## src/rtl/seq_multiplier_shift_add.sv

```systemverilog
// Multi-cycle shift-and-add multiplier: one partial product per clock, WIDTH+1 cycle latency.
// Optional two's-complement mode multiplies magnitudes and applies the sign at the end.
module seq_multiplier_shift_add #(
  parameter int WIDTH  = 4,
  parameter int SIGNED = 0
) (
  input  logic                 clk,
  input  logic                 rst,
  input  logic                 start,
  input  logic [WIDTH-1:0]     num1,
  input  logic [WIDTH-1:0]     num2,
  output logic                 busy,
  output logic                 done,
  output logic [2*WIDTH-1:0]   product
);

  localparam int CW = $clog2(WIDTH + 1);
  localparam logic [WIDTH-1:0]   ONE_W = {{(WIDTH-1){1'b0}}, 1'b1};
  localparam logic [2*WIDTH-1:0] ONE_P = {{(2*WIDTH-1){1'b0}}, 1'b1};

  typedef enum logic [1:0] {
    IDLE   = 2'd0,
    RUN    = 2'd1,
    FINISH = 2'd2
  } state_t;

  state_t              state_q, state_d;
  logic [WIDTH-1:0]    mcand_q, mcand_d;
  logic [WIDTH-1:0]    mplier_q, mplier_d;
  logic [2*WIDTH:0]    acc_q, acc_d;
  logic [CW-1:0]       count_q, count_d;
  logic                neg_q, neg_d;
  logic [2*WIDTH-1:0]  product_q, product_d;
  logic                done_q, done_d;

  logic [WIDTH-1:0]    mag1, mag2;
  logic                sign_in;
  logic [WIDTH:0]      partial;

  // The most-negative operand negates to itself, which read as unsigned is its magnitude.
  always_comb begin
    mag1    = num1;
    mag2    = num2;
    sign_in = 1'b0;
    if (SIGNED != 0) begin
      mag1    = num1[WIDTH-1] ? (~num1 + ONE_W) : num1;
      mag2    = num2[WIDTH-1] ? (~num2 + ONE_W) : num2;
      sign_in = num1[WIDTH-1] ^ num2[WIDTH-1];
    end
  end

  // Upper WIDTH+1 bits hold the running sum; its top bit is always clear before the add.
  always_comb begin
    partial = acc_q[2*WIDTH:WIDTH] + (mplier_q[0] ? {1'b0, mcand_q} : {(WIDTH+1){1'b0}});
  end

  always_comb begin
    state_d   = state_q;
    mcand_d   = mcand_q;
    mplier_d  = mplier_q;
    acc_d     = acc_q;
    count_d   = count_q;
    neg_d     = neg_q;
    product_d = product_q;
    done_d    = 1'b0;

    case (state_q)
      IDLE: begin
        if (start) begin
          mcand_d  = mag1;
          mplier_d = mag2;
          neg_d    = sign_in;
          acc_d    = '0;
          count_d  = '0;
          state_d  = RUN;
        end
      end

      RUN: begin
        acc_d    = {1'b0, partial, acc_q[WIDTH-1:1]};
        mplier_d = mplier_q >> 1;
        count_d  = count_q + CW'(1);
        if (count_q == CW'(WIDTH - 1)) begin
          state_d = FINISH;
        end
      end

      FINISH: begin
        product_d = neg_q ? (~acc_q[2*WIDTH-1:0] + ONE_P) : acc_q[2*WIDTH-1:0];
        done_d    = 1'b1;
        state_d   = IDLE;
      end

      default: begin
        state_d = IDLE;
      end
    endcase
  end

  always_ff @(posedge clk) begin
    if (rst) begin
      state_q   <= IDLE;
      mcand_q   <= '0;
      mplier_q  <= '0;
      acc_q     <= '0;
      count_q   <= '0;
      neg_q     <= 1'b0;
      product_q <= '0;
      done_q    <= 1'b0;
    end else begin
      state_q   <= state_d;
      mcand_q   <= mcand_d;
      mplier_q  <= mplier_d;
      acc_q     <= acc_d;
      count_q   <= count_d;
      neg_q     <= neg_d;
      product_q <= product_d;
      done_q    <= done_d;
    end
  end

  assign busy    = (state_q != IDLE);
  assign done    = done_q;
  assign product = product_q;

endmodule
```

## config.mk

```make
export PLATFORM = sky130hd
export DESIGN_NAME = seq_multiplier_shift_add
export DESIGN_NICKNAME = d
export VERILOG_FILES = /design/src/rtl/seq_multiplier_shift_add.sv
export SDC_FILE = /design/constraint.sdc
export NUM_CORES = 1
export LEC_CHECK = 0
export BUFFER_PORTS_ARGS = -buffer_cell sky130_fd_sc_hd__buf_4
export CAP_MARGIN = 20
export CORE_AREA = 2 2 59 50
export CTS_BUF_LIST = sky130_fd_sc_hd__clkbuf_4 sky130_fd_sc_hd__clkbuf_8 sky130_fd_sc_hd__clkbuf_16
export DETAILED_ROUTE_END_ITERATION = 10
export DIE_AREA = 0 0 61 52
export PLACE_DENSITY = 0.74
export RECOVER_POWER = 25
export SLEW_MARGIN = 20
export SYNTH_ARGS = -nofsm -noshare
export SYNTH_HDL_FRONTEND = slang
export SYNTH_SLANG_ARGS = --single-unit
```

## constraint.sdc

```tcl
create_clock -name clk -period 1.7 [get_ports clk]
set_input_delay 0.255 -clock clk [delete_from_list [all_inputs] [get_ports clk]]
set_output_delay 0.255 -clock clk [all_outputs]
set_load 0.005 [all_outputs]
```

==> results by group <==
Status
  – Run status: finished clean

Critical path
  – Setup crit end: acc_q[7]
  – R2r worst-path depth: 7
  – CP arrival: 1.81 ns
  – Crit path from: mplier_q[0]
  – R2R Setup Slk: 0.15 ns
  – Crit. End Element: register
  – Crit path max fanout: 5
  – CP startpoint kind: register
  – WS Path Type: register to register
  – Worst r2r dst: acc_q[7]
  – Worst EP required: 1.96 ns
  – Reg2Reg Launch Point: mplier_q[0]

STA
  – Hold Fails Final Rpt: 0
  – Tcrit/Tclk final: 91.28%
  – Worst-margin pin slew: 0.4953 ns
  – Slew Limit Fails: 0
  – Clock Skews: 0.007354 ns
  – Setup violators final: 0
  – Setup TNS: 0 ns
  – Slew HR: 66.98%
  – Setup ws final: 0.1482 ns
  – Min cycle time layout: 1.552 ns
  – RSZ-0062 raised after global routing: false
  – Fmax: 0.6444 GHz

Layout
  – N_diodes: 0
  – Share of layout cells above drive strength 1: 20.93%
  – Post-route cell area: 1528 um^2
  – Layout area overhead: 15.08%
  – Nets: 191
  – Final Core Density: 58.39%

Floorplanning
  – Die width: 61 um
  – Initial Util: 50.74%
  – Core ar.: 2616 um^2
  – FP Rows: 17
  – Io pins: 21
  – Die Span Y: 52 um
  – Die area: 3172 um^2

GRT
  – Initial antenna violation count: 0
  – Gr usage total: 19.62%
  – Vias in the first global route: 1046
  – First-pass GRT wire length: 4471 um
  – Largest net degree at the start of global routing: 33
  – Gr ovfl total: 0

Route
  – Metal2 WL: 1221 um
  – WL met3: 122 um
  – Met1 wire length: 1178 um
  – Initial DRC Count: 33
  – Vias/cell: 5.133
  – TritonRoute pass-1 iters: 4
  – Avg WL per Cell: 12.27 um
  – DR vias: 1078
  – Final WL: 2577 um
  – Final ANT Viol Nets: 0
  – # DRC: 0
  – Uppermost layer routed: met4

Clock network
  – Clock transition at the registers of the reported paths: 0.09 ns
  – Post-CTS Hold Buffers: 0
  – Clock Latency Late Sink: 0.32 ns
  – H-tree lvl count: 2
  – TritonCTS buffer count: 5
  – CTS tree: built
  – CTS root buf: clkbuf_4
  – Worst-case clock buffer depth: 2
  – Sink Count: 30

Logic synthesis
  – Yosys top cell area share: 45.24%
  – Top cells by count, synth: nand2_1 (36), dfxtp_1 (30), a21oi_1 (21), nand3_1 (9), nor2_1 (7)
  – Mapped Cells: 154
  – Sequential-to-total area share from yosys stat: 45.24%
  – Count leader, synth: nand2_1
  – Number of flops mapped to enable cells by yosys: 0
  – Asr flop ratio synth: 0%
  – Syn Std Cell Area: 1328 um^2
  – Synthesized net count: 172
  – Largest cells by area after synthesis: dfxtp_1 (45%), nand2_1 (10%), a21oi_1 (7.9%)
  – Avg Inst Size Synth: 8.620 um^2
  – Count of state elements after synthesis: 30
  – Synth area leader: dfxtp_1
  – Netlist cell types: 35
  – Top_reg_cell synth: dfxtp_1
  – Synth warn: 0

Power
  – Lkg Pwr: 0.0005981 uW
  – Worst vdd ir: 0.4769 mV
  – Overall power: 1261 uW
  – PD cells: 825.6 nW/um^2

Placement
  – Dpl ws: 0.1207 ns
  – Post-DP HPWL: 1875 um
  – Gpl congestion: 0.7521
  – I/O Buffers: 20
  – Dpl cell area: 1478 um^2

Hold path
  – HP Class: input port to register
  – Hold path start: num1[1]

Run
  – Max-Cap Viols: 0
kinds of logic (layout without fill, tap and decap cells):
logic type / count (synthesis) / count (layout) / synth area share (%)
AO/OA/AOI/OAI: 31 / 31 / 14.89
XOR/XNOR: 1 / 1 / 0.6599
multiplexers: 1 / 1 / 0.7540
flip-flops: 30 / 30 / 45.24
adder cells (fa/ha/maj): 7 / 7 / 7.163
AND/OR/NAND/NOR: 72 / 72 / 26.58
buffers and inverters: 12 / 30 / 4.712
per-stage QoR:
| step | hold slack (ns) | instances |
|---|---|---|
| 2_1_floorplan | 0.3910 | 154 |
| 3_3_place_gp | 0.4441 | 204 |
| 3_5_place_dp | 0.4489 | 204 |
| 4_1_cts | 0.1607 | 210 |
| 5_1_grt | 0.1535 | 210 |
| 6_report | 0.1709 | 210 |
how the worst min path moves through the flow:
| stage | depth (start not counted) | endpoint | slack [ns] |
|---|---|---|---|
| after floorplan | 2 | mcand_q[0] | 0.39 |
| after global placement | 2 | product[6] | 0.44 |
| after detailed placement | 2 | mcand_q[2] | 0.45 |
| after CTS | 3 | mcand_q[1] | 0.16 |
| after global routing | 3 | mcand_q[1] | 0.15 |
| final | 3 | mcand_q[1] | 0.17 |
what timing repair did:
item,in CTS,in global routing
resized for setup,0,1
setup buffers,0,0
endpoints found under the setup margin,0,1
power breakdown:
group	switching, uW	internal, uW	total [uW]
sequential	14.9	722	737
combinational	66.7	51.5	118
clock	220	186	406
critical path: stages, from the launching register on:
cell and delay [ns]:
dfxtp_2 0.36, and2_1 0.12, ha_1 0.15, inv_1 0.05, fa_1 0.40, nor2b_1 0.13
o221ai_1 0.14, a21oi_1 0.14
per-layer routing:
| metal | GRT usage [%] | up-vias |
|---|---|---|
| met5 | 0 | - |
| met4 | 8.696 | 0 |
| met3 | 8.458 | 7 |
| met2 | 31.90 | 27 |
| met1 | 22.10 | 487 |
| li1 | - | 557 |
registers in the layout, summed over array words and instances (netlist names):
signal / count
acc_q: 8
count_q: 3
done: 1
mcand_q: 4
mplier_q: 4
product: 8
state_q: 2
cells in the final DEF (no fill, tap or decap), types with 2 or more instances in the layout:
master / instances
dfxtp_1: 29
nand2b_1: 4
nor2_1: 7
a22oi_1: 2
buf_4: 12
or2_2: 2
a21oi_1: 21
and2_1: 3
ha_1: 6
nand3_1: 9
nor2b_1: 2
a311oi_1: 2
nand2_1: 36
inv_1: 4
clkbuf_4: 13
area by class of cell:
type	instances	area (um^2)
Tap cell	38	47.55
Clock buffer	6	51.30
Timing Repair Buffer	20	150.1
Sequential cell	30	601.8
Fill cell	265	1089
Inverter	4	15.01
Multi-Input combinational cell	112	661.9
(Power assumes the default switching activity.)
